==> config.mk <==
export PLATFORM = sky130hd
export DESIGN_NAME = vga_timing_flat
export DESIGN_NICKNAME = d
export VERILOG_FILES = /design/src/rtl/vga_pkg.sv /design/src/rtl/vga_if.sv /design/src/rtl/vga_axis_counter.sv /design/src/rtl/vga_timing.sv /design/src/flat_wrapper.sv
export SDC_FILE = /design/constraint.sdc
export NUM_CORES = 1
export LEC_CHECK = 0
export ABC_CLOCK_PERIOD_IN_PS = 2700
export BUFFER_PORTS_ARGS = -buffer_cell sky130_fd_sc_hd__buf_2
export CORE_MARGIN = 2
export CORE_UTILIZATION = 55
export CTS_CLUSTER_SIZE = 30
export DETAILED_ROUTE_END_ITERATION = 8
export PLACE_DENSITY = 0.87
export SLEW_MARGIN = 25
export SYNTH_ARGS = -nofsm -noshare
export SYNTH_HDL_FRONTEND = slang
export SYNTH_SLANG_ARGS = --single-unit
==> constraint.sdc <==
create_clock -name VGA_CLOCK -period 2.7 [get_ports VGA_CLOCK]
set_input_delay 0.27 -clock VGA_CLOCK [delete_from_list [all_inputs] [get_ports VGA_CLOCK]]
set_output_delay 0.27 -clock VGA_CLOCK [all_outputs]
set_load 0.05 [all_outputs]
==> src/rtl/vga_pkg.sv <==
// vga_pkg: shared types and constants for the VGA raster timing path.
//   phase_t      - per-axis raster phase (visible, front porch, sync, back porch)
//   COORD_W      - width of the horizontal/vertical coordinate counters
//   DEF_*        - default 800x600@72 timing (50 MHz pixel clock)
package vga_pkg;

  localparam int COORD_W = 11;

  typedef enum logic [1:0] {
    PH_VISIBLE = 2'd0,
    PH_FRONT   = 2'd1,
    PH_SYNC    = 2'd2,
    PH_BACK    = 2'd3
  } phase_t;

  localparam int DEF_H_VISIBLE = 800;
  localparam int DEF_H_FRONT   = 56;
  localparam int DEF_H_SYNC    = 120;
  localparam int DEF_H_BACK    = 64;
  localparam int DEF_V_VISIBLE = 600;
  localparam int DEF_V_FRONT   = 37;
  localparam int DEF_V_SYNC    = 6;
  localparam int DEF_V_BACK    = 23;

endpackage

==> src/rtl/vga_if.sv <==
// vga_if: bundle between the timing generator, the game engine and the pins.
//   PIXEL        - colour {R,G,B} returned by the engine
//   PIXEL_H/V    - current raster coordinate
//   FRAME_START  - one-clock pulse while the counters sit at (0,0)
//   VGA_*        - sync and colour pins
// master: the timing generator; slave: the engine / pin consumer.
interface vga_if;
  import vga_pkg::*;

  logic [2:0]         PIXEL;
  logic [COORD_W-1:0] PIXEL_H;
  logic [COORD_W-1:0] PIXEL_V;
  logic               FRAME_START;
  logic               VGA_HSYNC;
  logic               VGA_VSYNC;
  logic               VGA_R;
  logic               VGA_G;
  logic               VGA_B;

  modport master (
    input  PIXEL,
    output PIXEL_H, PIXEL_V, FRAME_START,
    output VGA_HSYNC, VGA_VSYNC, VGA_R, VGA_G, VGA_B
  );

  modport slave (
    output PIXEL,
    input  PIXEL_H, PIXEL_V, FRAME_START,
    input  VGA_HSYNC, VGA_VSYNC, VGA_R, VGA_G, VGA_B
  );
endinterface

==> src/rtl/vga_axis_counter.sv <==
// vga_axis_counter: one raster axis (horizontal or vertical).
//   i_clk    - pixel clock
//   i_rst    - asynchronous active-high reset
//   i_adv    - advance enable (every clock for h, h-wrap for v)
//   o_count  - coordinate, 0..TOTAL-1
//   o_phase  - registered phase, always consistent with o_count
//   o_wrap   - high on the advancing clock where the count returns to 0
module vga_axis_counter
  import vga_pkg::*;
#(
  parameter int VISIBLE = 800,
  parameter int FRONT   = 56,
  parameter int SYNC    = 120,
  parameter int BACK    = 64
) (
  input  logic               i_clk,
  input  logic               i_rst,
  input  logic               i_adv,
  output logic [COORD_W-1:0] o_count,
  output phase_t             o_phase,
  output logic               o_wrap
);

  localparam int TOTAL = VISIBLE + FRONT + SYNC + BACK;

  // Each phase must be non-empty and the line/frame must fit the counter.
  if (TOTAL > (2 ** COORD_W) - 1 || VISIBLE < 1 || FRONT < 1 || SYNC < 1 || BACK < 1) begin : g_bad_timing
    $error("vga_axis_counter: illegal timing parameters");
  end

  // Last count of each phase; the phase register moves on the same clock
  // the counter steps past it, so phase and count never disagree.
  localparam logic [COORD_W-1:0] END_VIS   = COORD_W'(VISIBLE - 1);
  localparam logic [COORD_W-1:0] END_FRONT = COORD_W'(VISIBLE + FRONT - 1);
  localparam logic [COORD_W-1:0] END_SYNC  = COORD_W'(VISIBLE + FRONT + SYNC - 1);
  localparam logic [COORD_W-1:0] END_TOTAL = COORD_W'(TOTAL - 1);

  logic [COORD_W-1:0] r_count;
  phase_t             r_phase;
  logic               w_wrap;

  assign w_wrap = i_adv && (r_count == END_TOTAL);

  always_ff @(posedge i_clk or posedge i_rst) begin
    if (i_rst) begin
      r_count <= '0;
      r_phase <= PH_VISIBLE;
    end else if (i_adv) begin
      r_count <= w_wrap ? '0 : r_count + 1'b1;
      case (r_phase)
        PH_VISIBLE: if (r_count == END_VIS)   r_phase <= PH_FRONT;
        PH_FRONT:   if (r_count == END_FRONT) r_phase <= PH_SYNC;
        PH_SYNC:    if (r_count == END_SYNC)  r_phase <= PH_BACK;
        PH_BACK:    if (r_count == END_TOTAL) r_phase <= PH_VISIBLE;
        default:    r_phase <= PH_VISIBLE;
      endcase
    end
  end

  assign o_count = r_count;
  assign o_phase = r_phase;
  assign o_wrap  = w_wrap;

endmodule

==> src/rtl/vga_timing.sv <==
// vga_timing: raster timing generator and pixel output stage.
//   VGA_CLOCK - pixel clock (rising edge)
//   RESET     - asynchronous active-high reset
//   vga       - vga_if master: PIXEL in; PIXEL_H/V, FRAME_START, sync and
//               colour pins out
// Blanking and sync are delayed PIPE_DELAY clocks to match the engine's
// colour latency, then registered together with PIXEL so colour, blanking
// and sync reach the pins coherently, PIPE_DELAY+1 clocks after the
// coordinate that produced them.
module vga_timing
  import vga_pkg::*;
#(
  parameter int   H_VISIBLE  = DEF_H_VISIBLE,
  parameter int   H_FRONT    = DEF_H_FRONT,
  parameter int   H_SYNC     = DEF_H_SYNC,
  parameter int   H_BACK     = DEF_H_BACK,
  parameter int   V_VISIBLE  = DEF_V_VISIBLE,
  parameter int   V_FRONT    = DEF_V_FRONT,
  parameter int   V_SYNC     = DEF_V_SYNC,
  parameter int   V_BACK     = DEF_V_BACK,
  parameter logic SYNC_POL   = 1'b1,
  parameter int   PIPE_DELAY = 2
) (
  input logic   VGA_CLOCK,
  input logic   RESET,
  vga_if.master vga
);

  if (PIPE_DELAY < 1) begin : g_bad_delay
    $error("vga_timing: PIPE_DELAY must be at least 1");
  end

  logic [COORD_W-1:0] w_h_count;
  logic [COORD_W-1:0] w_v_count;
  phase_t             w_h_phase;
  phase_t             w_v_phase;
  logic               w_h_wrap;
  logic               w_v_wrap;
  logic [2:0]         w_raw;

  vga_axis_counter #(
    .VISIBLE(H_VISIBLE), .FRONT(H_FRONT), .SYNC(H_SYNC), .BACK(H_BACK)
  ) u_h_axis (
    .i_clk(VGA_CLOCK), .i_rst(RESET), .i_adv(1'b1),
    .o_count(w_h_count), .o_phase(w_h_phase), .o_wrap(w_h_wrap)
  );

  // The vertical axis only steps on the last clock of a line.
  vga_axis_counter #(
    .VISIBLE(V_VISIBLE), .FRONT(V_FRONT), .SYNC(V_SYNC), .BACK(V_BACK)
  ) u_v_axis (
    .i_clk(VGA_CLOCK), .i_rst(RESET), .i_adv(w_h_wrap),
    .o_count(w_v_count), .o_phase(w_v_phase), .o_wrap(w_v_wrap)
  );

  // Packed as {de, hs, vs}.
  assign w_raw = {(w_h_phase == PH_VISIBLE) && (w_v_phase == PH_VISIBLE),
                  w_h_phase == PH_SYNC,
                  w_v_phase == PH_SYNC};

  logic [2:0] r_pipe [PIPE_DELAY];
  logic [2:0] r_rgb;
  logic       r_hsync;
  logic       r_vsync;
  logic       r_frame_start;

  always_ff @(posedge VGA_CLOCK or posedge RESET) begin
    if (RESET) begin
      for (int i = 0; i < PIPE_DELAY; i++) r_pipe[i] <= 3'b000;
      r_rgb         <= 3'b000;
      r_hsync       <= ~SYNC_POL;
      r_vsync       <= ~SYNC_POL;
      r_frame_start <= 1'b1;
    end else begin
      r_pipe[0] <= w_raw;
      for (int i = 1; i < PIPE_DELAY; i++) r_pipe[i] <= r_pipe[i-1];
      r_rgb   <= r_pipe[PIPE_DELAY-1][2] ? vga.PIXEL : 3'b000;
      r_hsync <= ~(r_pipe[PIPE_DELAY-1][1] ^ SYNC_POL);
      r_vsync <= ~(r_pipe[PIPE_DELAY-1][0] ^ SYNC_POL);
      // Counters land on (0,0) exactly when both axes wrap together.
      r_frame_start <= w_h_wrap && w_v_wrap;
    end
  end

  assign vga.PIXEL_H     = w_h_count;
  assign vga.PIXEL_V     = w_v_count;
  assign vga.FRAME_START = r_frame_start;
  assign vga.VGA_HSYNC   = r_hsync;
  assign vga.VGA_VSYNC   = r_vsync;
  assign vga.VGA_R       = r_rgb[2];
  assign vga.VGA_G       = r_rgb[1];
  assign vga.VGA_B       = r_rgb[0];

endmodule

==> src/flat_wrapper.sv <==
// flat-port wrapper written by rule: the top's interface ports become plain ports
module vga_timing_flat import vga_pkg::*;
#(
  parameter int   H_VISIBLE  = DEF_H_VISIBLE,
  parameter int   H_FRONT    = DEF_H_FRONT,
  parameter int   H_SYNC     = DEF_H_SYNC,
  parameter int   H_BACK     = DEF_H_BACK,
  parameter int   V_VISIBLE  = DEF_V_VISIBLE,
  parameter int   V_FRONT    = DEF_V_FRONT,
  parameter int   V_SYNC     = DEF_V_SYNC,
  parameter int   V_BACK     = DEF_V_BACK,
  parameter logic SYNC_POL   = 1'b1,
  parameter int   PIPE_DELAY = 2
)
  (VGA_CLOCK, RESET, vga_PIXEL, vga_PIXEL_H, vga_PIXEL_V, vga_FRAME_START, vga_VGA_HSYNC, vga_VGA_VSYNC, vga_VGA_R, vga_VGA_G, vga_VGA_B);
  vga_if vga_i ();
  input logic VGA_CLOCK;
  input logic RESET;
  input wire logic [$bits(vga_i.PIXEL)-1:0] vga_PIXEL;
  output wire logic [$bits(vga_i.PIXEL_H)-1:0] vga_PIXEL_H;
  output wire logic [$bits(vga_i.PIXEL_V)-1:0] vga_PIXEL_V;
  output wire logic [$bits(vga_i.FRAME_START)-1:0] vga_FRAME_START;
  output wire logic [$bits(vga_i.VGA_HSYNC)-1:0] vga_VGA_HSYNC;
  output wire logic [$bits(vga_i.VGA_VSYNC)-1:0] vga_VGA_VSYNC;
  output wire logic [$bits(vga_i.VGA_R)-1:0] vga_VGA_R;
  output wire logic [$bits(vga_i.VGA_G)-1:0] vga_VGA_G;
  output wire logic [$bits(vga_i.VGA_B)-1:0] vga_VGA_B;
  assign vga_i.PIXEL = vga_PIXEL;
  assign vga_PIXEL_H = vga_i.PIXEL_H;
  assign vga_PIXEL_V = vga_i.PIXEL_V;
  assign vga_FRAME_START = vga_i.FRAME_START;
  assign vga_VGA_HSYNC = vga_i.VGA_HSYNC;
  assign vga_VGA_VSYNC = vga_i.VGA_VSYNC;
  assign vga_VGA_R = vga_i.VGA_R;
  assign vga_VGA_G = vga_i.VGA_G;
  assign vga_VGA_B = vga_i.VGA_B;
  vga_timing #(.H_VISIBLE(H_VISIBLE), .H_FRONT(H_FRONT), .H_SYNC(H_SYNC), .H_BACK(H_BACK), .V_VISIBLE(V_VISIBLE), .V_FRONT(V_FRONT), .V_SYNC(V_SYNC), .V_BACK(V_BACK), .SYNC_POL(SYNC_POL), .PIPE_DELAY(PIPE_DELAY)) u_core (.VGA_CLOCK(VGA_CLOCK), .RESET(RESET), .vga(vga_i));
endmodule
==> results.py <==
metrics = {
    "clock_tree": {
        "number_of_buffers_inserted_to_repair_setup_after_cts": 0,
        "hold_buffers": 0,
        "cts_buffers": 5,
        "clock_root_cell": "sky130_fd_sc_hd__clkbuf_4",
        "cts_htree_levels": 2,
        "cts.reportedPaths.clkPinSlew_ps": 120,
        "clk_path_buf_depth": 2,
        "clock_latency_ps": 360,
        "cts_tree": "yes",
        "cts.sink_count": 38,
        "cts-resized-gates": 0,
    },
    "sta": {
        "finalSetupViolCount": 0,
        "worst_slew_margin_rel": 0.6264,
        "finalHoldViolCount": 5,
        "layout_min_cycle_time_ps": 2145,
        "worst_hold_slack_ps": -5.690,
        "rsz0062_at_grt": "no",
        "tightest_slew_ps": 552.6,
        "sum_of_negative_setup_slack_ps": 0,
        "slew_viol_final": 0,
        "final.period_utilization": 0.7944,
        "setup_ws_ps": 555.2,
        "max_freq_mhz": 466.2,
        "finClkSkew_ps": 9.960,
    },
    "worst_setup_path": {
        "path_cells": "ha_1 -> and3_1 -> nand4_4 -> a22o_1 -> a221o_1 -> mux2_4",
        "required_time_of_the_critical_path_ps": 2940,
        "worstReg2RegEnd": "u_core.u_h_axis.o_phase[1]$_DFFE_PP0P_",
        "timing.critical_path.to_type": "flop",
        "worstRegToRegCells": 6,
        "timing.rr.start": "u_core.u_h_axis.o_count[0]$_DFF_PP0_",
        "startpoint_type": "flop",
        "cpLargestDelayFamily": "compound AO/OA/AOI/OAI gates",
        "reg_to_reg_slack_setup_ps": 560,
        "slowest_stage": "sky130_fd_sc_hd__dfrtp_1",
        "classification_of_the_worst_setup_path": "reg -> reg",
        "worstPathBufferInverterCount": 0,
        "worst_ep_arrival_time_ps": 2390,
        "critPathMaxStageDelay_ps": 450,
        "critical_path.max_fanout": 10,
    },
    "logic_synthesis": {
        "synth.top_cells.by_area": "sky130_fd_sc_hd__dfrtp_1 (50%), sky130_fd_sc_hd__ha_1 (10%), sky130_fd_sc_hd__xnor2_1 (3.3%)",
        "number_of_enable_flip_flop_cells_after_synthesis": 0,
        "synthFlopType": "sky130_fd_sc_hd__dfrtp_1",
        "synthMostInstantiatedCell": "sky130_fd_sc_hd__dfrtp_1",
        "synth.top_cell.area_share": 0.4966,
        "ys_seq_area_frac": 0.5107,
        "syn_area_um2": 1864,
        "synth_largest_area_cell": "sky130_fd_sc_hd__dfrtp_1",
        "synth_warnings": 0,
        "synth_seq_cells": 38,
        "synthArstFlopShare": 1.000,
        "synth_commonest_cells": "sky130_fd_sc_hd__dfrtp_1 (37), sky130_fd_sc_hd__ha_1 (15), sky130_fd_sc_hd__nand2_1 (13), sky130_fd_sc_hd__nor2_1 (13), sky130_fd_sc_hd__o21ai_0 (10)",
        "synth.distinct_cells": 34,
        "syn_nets": 190,
        "syn-instance-count": 170,
        "synthesis.area_per_instance_um2": 10.97,
    },
    "grt": {
        "grt_first_pass_wirelength_um": 6161,
        "groute.usage.overall": 0.2032,
        "pin_count_of_the_biggest_net_entering_global_routing": 39,
        "grt_antenna_before_repair": 0,
        "first_global_vias": 1342,
        "grt_overflow": 0,
    },
    "placement": {
        "place.gp.congestion": 0.8600,
        "numPortBuffers": 32,
        "dpl.hpwl_um": 2397,
        "preCtsSetupSlack_ps": 586.3,
        "place_area_um2": 2073,
    },
    "status": {
        "violations": "negative hold slack",
        "run_status": "finished with violations",
    },
    "floorplan": {
        "row_count": 21,
        "floorplan.io_pins": 33,
        "design.die.area_um2": 3871,
        "chipHeight_um": 62.22,
        "die_width_um": 62.22,
        "initial_core_util": 0.5676,
        "core_area_um2": 3284,
    },
    "cells_and_area": {
        "design.final.nets": 226,
        "final_layout_size_suffix_gt1_frac": 0.2174,
        "insertedDiodeCount": 0,
        "final_area_um2": 2185,
        "area_delta_synth_final_pct": 17.18,
    },
    "drt": {
        "route.detailed.vias_per_inst": 5.360,
        "remaining_drcs": 0,
        "detail_route.wl_per_cell_um": 13.68,
        "detail_route.iter0.violations": 95,
        "drt.antenna.violating_nets": 0,
        "routed-via-count": 1356,
        "detailedRoute.firstPassIterationCount": 4,
        "route.final.wire_length_um": 3460,
    },
    "pwr": {
        "cellPowerDensity_nw_per_um2": 505.1,
        "p_leak_nw": 1.109,
        "worst_ir_drop_vdd_mv": 0.4763,
    },
    "flow_run": {
        "cap_violations": 0,
    },
    "min_path": {
        "min-delay-path-class": "in -> async",
    },
}
power by group:
group	switching (mW)	internal (mW)	total, mW
logic	0.0206	0.00577	0.0264
clock network	0.192	0.313	0.505
registers	0.000519	0.571	0.572
total	0.213	0.890	1.10
placed cells by master (no fill, tap or decap), drive strengths merged:
cell type,netlist,routed
nor2b,2,2
clkbuf,3,6
buf,1,33
xnor2,7,7
ha,15,15
nor2,13,13
nor4b,1,1
xor2,6,6
mux2i,2,2
dfstp,1,1
nor3,2,2
and4,1,1
and3,9,9
a22oi,1,1
nor4bb,3,3
nand2,13,13
inv,9,9
mux2,2,2
a22o,1,1
nand4,10,10
a21oi,2,2
a31oi,1,1
o21ai,10,10
nor4,2,2
and2,6,6
o41ai,1,1
nand3,6,6
bufinv,0,2
dfrtp,37,37
a221o,1,1
or3b,1,1
nor3b,1,1
final cells by class:
cell class	instances	area, µm²
Multi-Input combinational cell	119	862.1
Clock inverter	2	60.06
Clock buffer	6	51.30
Timing Repair Buffer	33	167.7
Sequential cell	38	952.2
Tap cell	46	57.56
Fill cell	252	1100
Inverter	9	33.78
logic make-up after synthesis:
kind of cell | Yosys count | share of synthesized area
fa+ha+maj | 15 | 0.1007
simple gates | 70 | 0.2215
xor+xnor | 13 | 0.06107
buf+inv | 13 | 0.02684
mux | 4 | 0.02483
compound gates | 17 | 0.05437
flops | 38 | 0.5107
per-stage QoR:
stage | utilization | power (mW) | instances
2_1_floorplan | - | 0.6010 | 170
3_3_place_gp | 0.6312 | 0.6100 | 245
3_5_place_dp | 0.6312 | 0.6102 | 245
4_1_cts | 0.6651 | 1.114 | 253
5_1_grt | 0.6651 | 1.148 | 253
6_report | 0.6651 | 1.103 | 253
registers in the layout (all words and copies together) (netlist names):
signal,count
u_core.vga.FRAME_START,1
u_core.u_h_axis.o_phase,2
u_core.u_v_axis.o_count,11
u_core.r_pipe,6
u_core.u_h_axis.o_count,11
u_core.vga.VGA_VSYNC,1
u_core.u_v_axis.o_phase,2
u_core.r_rgb,3
u_core.vga.VGA_HSYNC,1
worst min-delay path, cell delays in order:
cell,delay (ps)
sky130_fd_sc_hd__buf_2,90
sky130_fd_sc_hd__inv_1,40
sky130_fd_sc_hd__buf_4,390
worst max path at each step:
stage	startpoint	to	depth (start not counted)
after floorplan	u_core.u_h_axis.o_count[0]$_DFF_PP0_	u_core.u_h_axis.o_phase[1]$_DFFE_PP0P_	7
after global placement	u_core.u_h_axis.o_count[0]$_DFF_PP0_	u_core.u_h_axis.o_phase[1]$_DFFE_PP0P_	6
after detailed placement	u_core.u_h_axis.o_count[0]$_DFF_PP0_	u_core.u_h_axis.o_phase[1]$_DFFE_PP0P_	6
after CTS	u_core.u_h_axis.o_count[0]$_DFF_PP0_	u_core.u_h_axis.o_phase[1]$_DFFE_PP0P_	6
after global routing	u_core.u_v_axis.o_count[8]$_DFFE_PP0N_	u_core.u_v_axis.o_phase[1]$_DFFE_PP0P_	5
final	u_core.u_h_axis.o_count[0]$_DFF_PP0_	u_core.u_h_axis.o_phase[1]$_DFFE_PP0P_	6
layer usage:
metal,global-route usage,vias up,share of wire
met1,0.2670,640,0.46
met3,0.06522,5,0.061
li1,-,669,-
met2,0.3207,42,0.46
met5,0,-,0
met4,0.06944,0,0.014
Note: power is estimated with default switching activity, not from simulation.
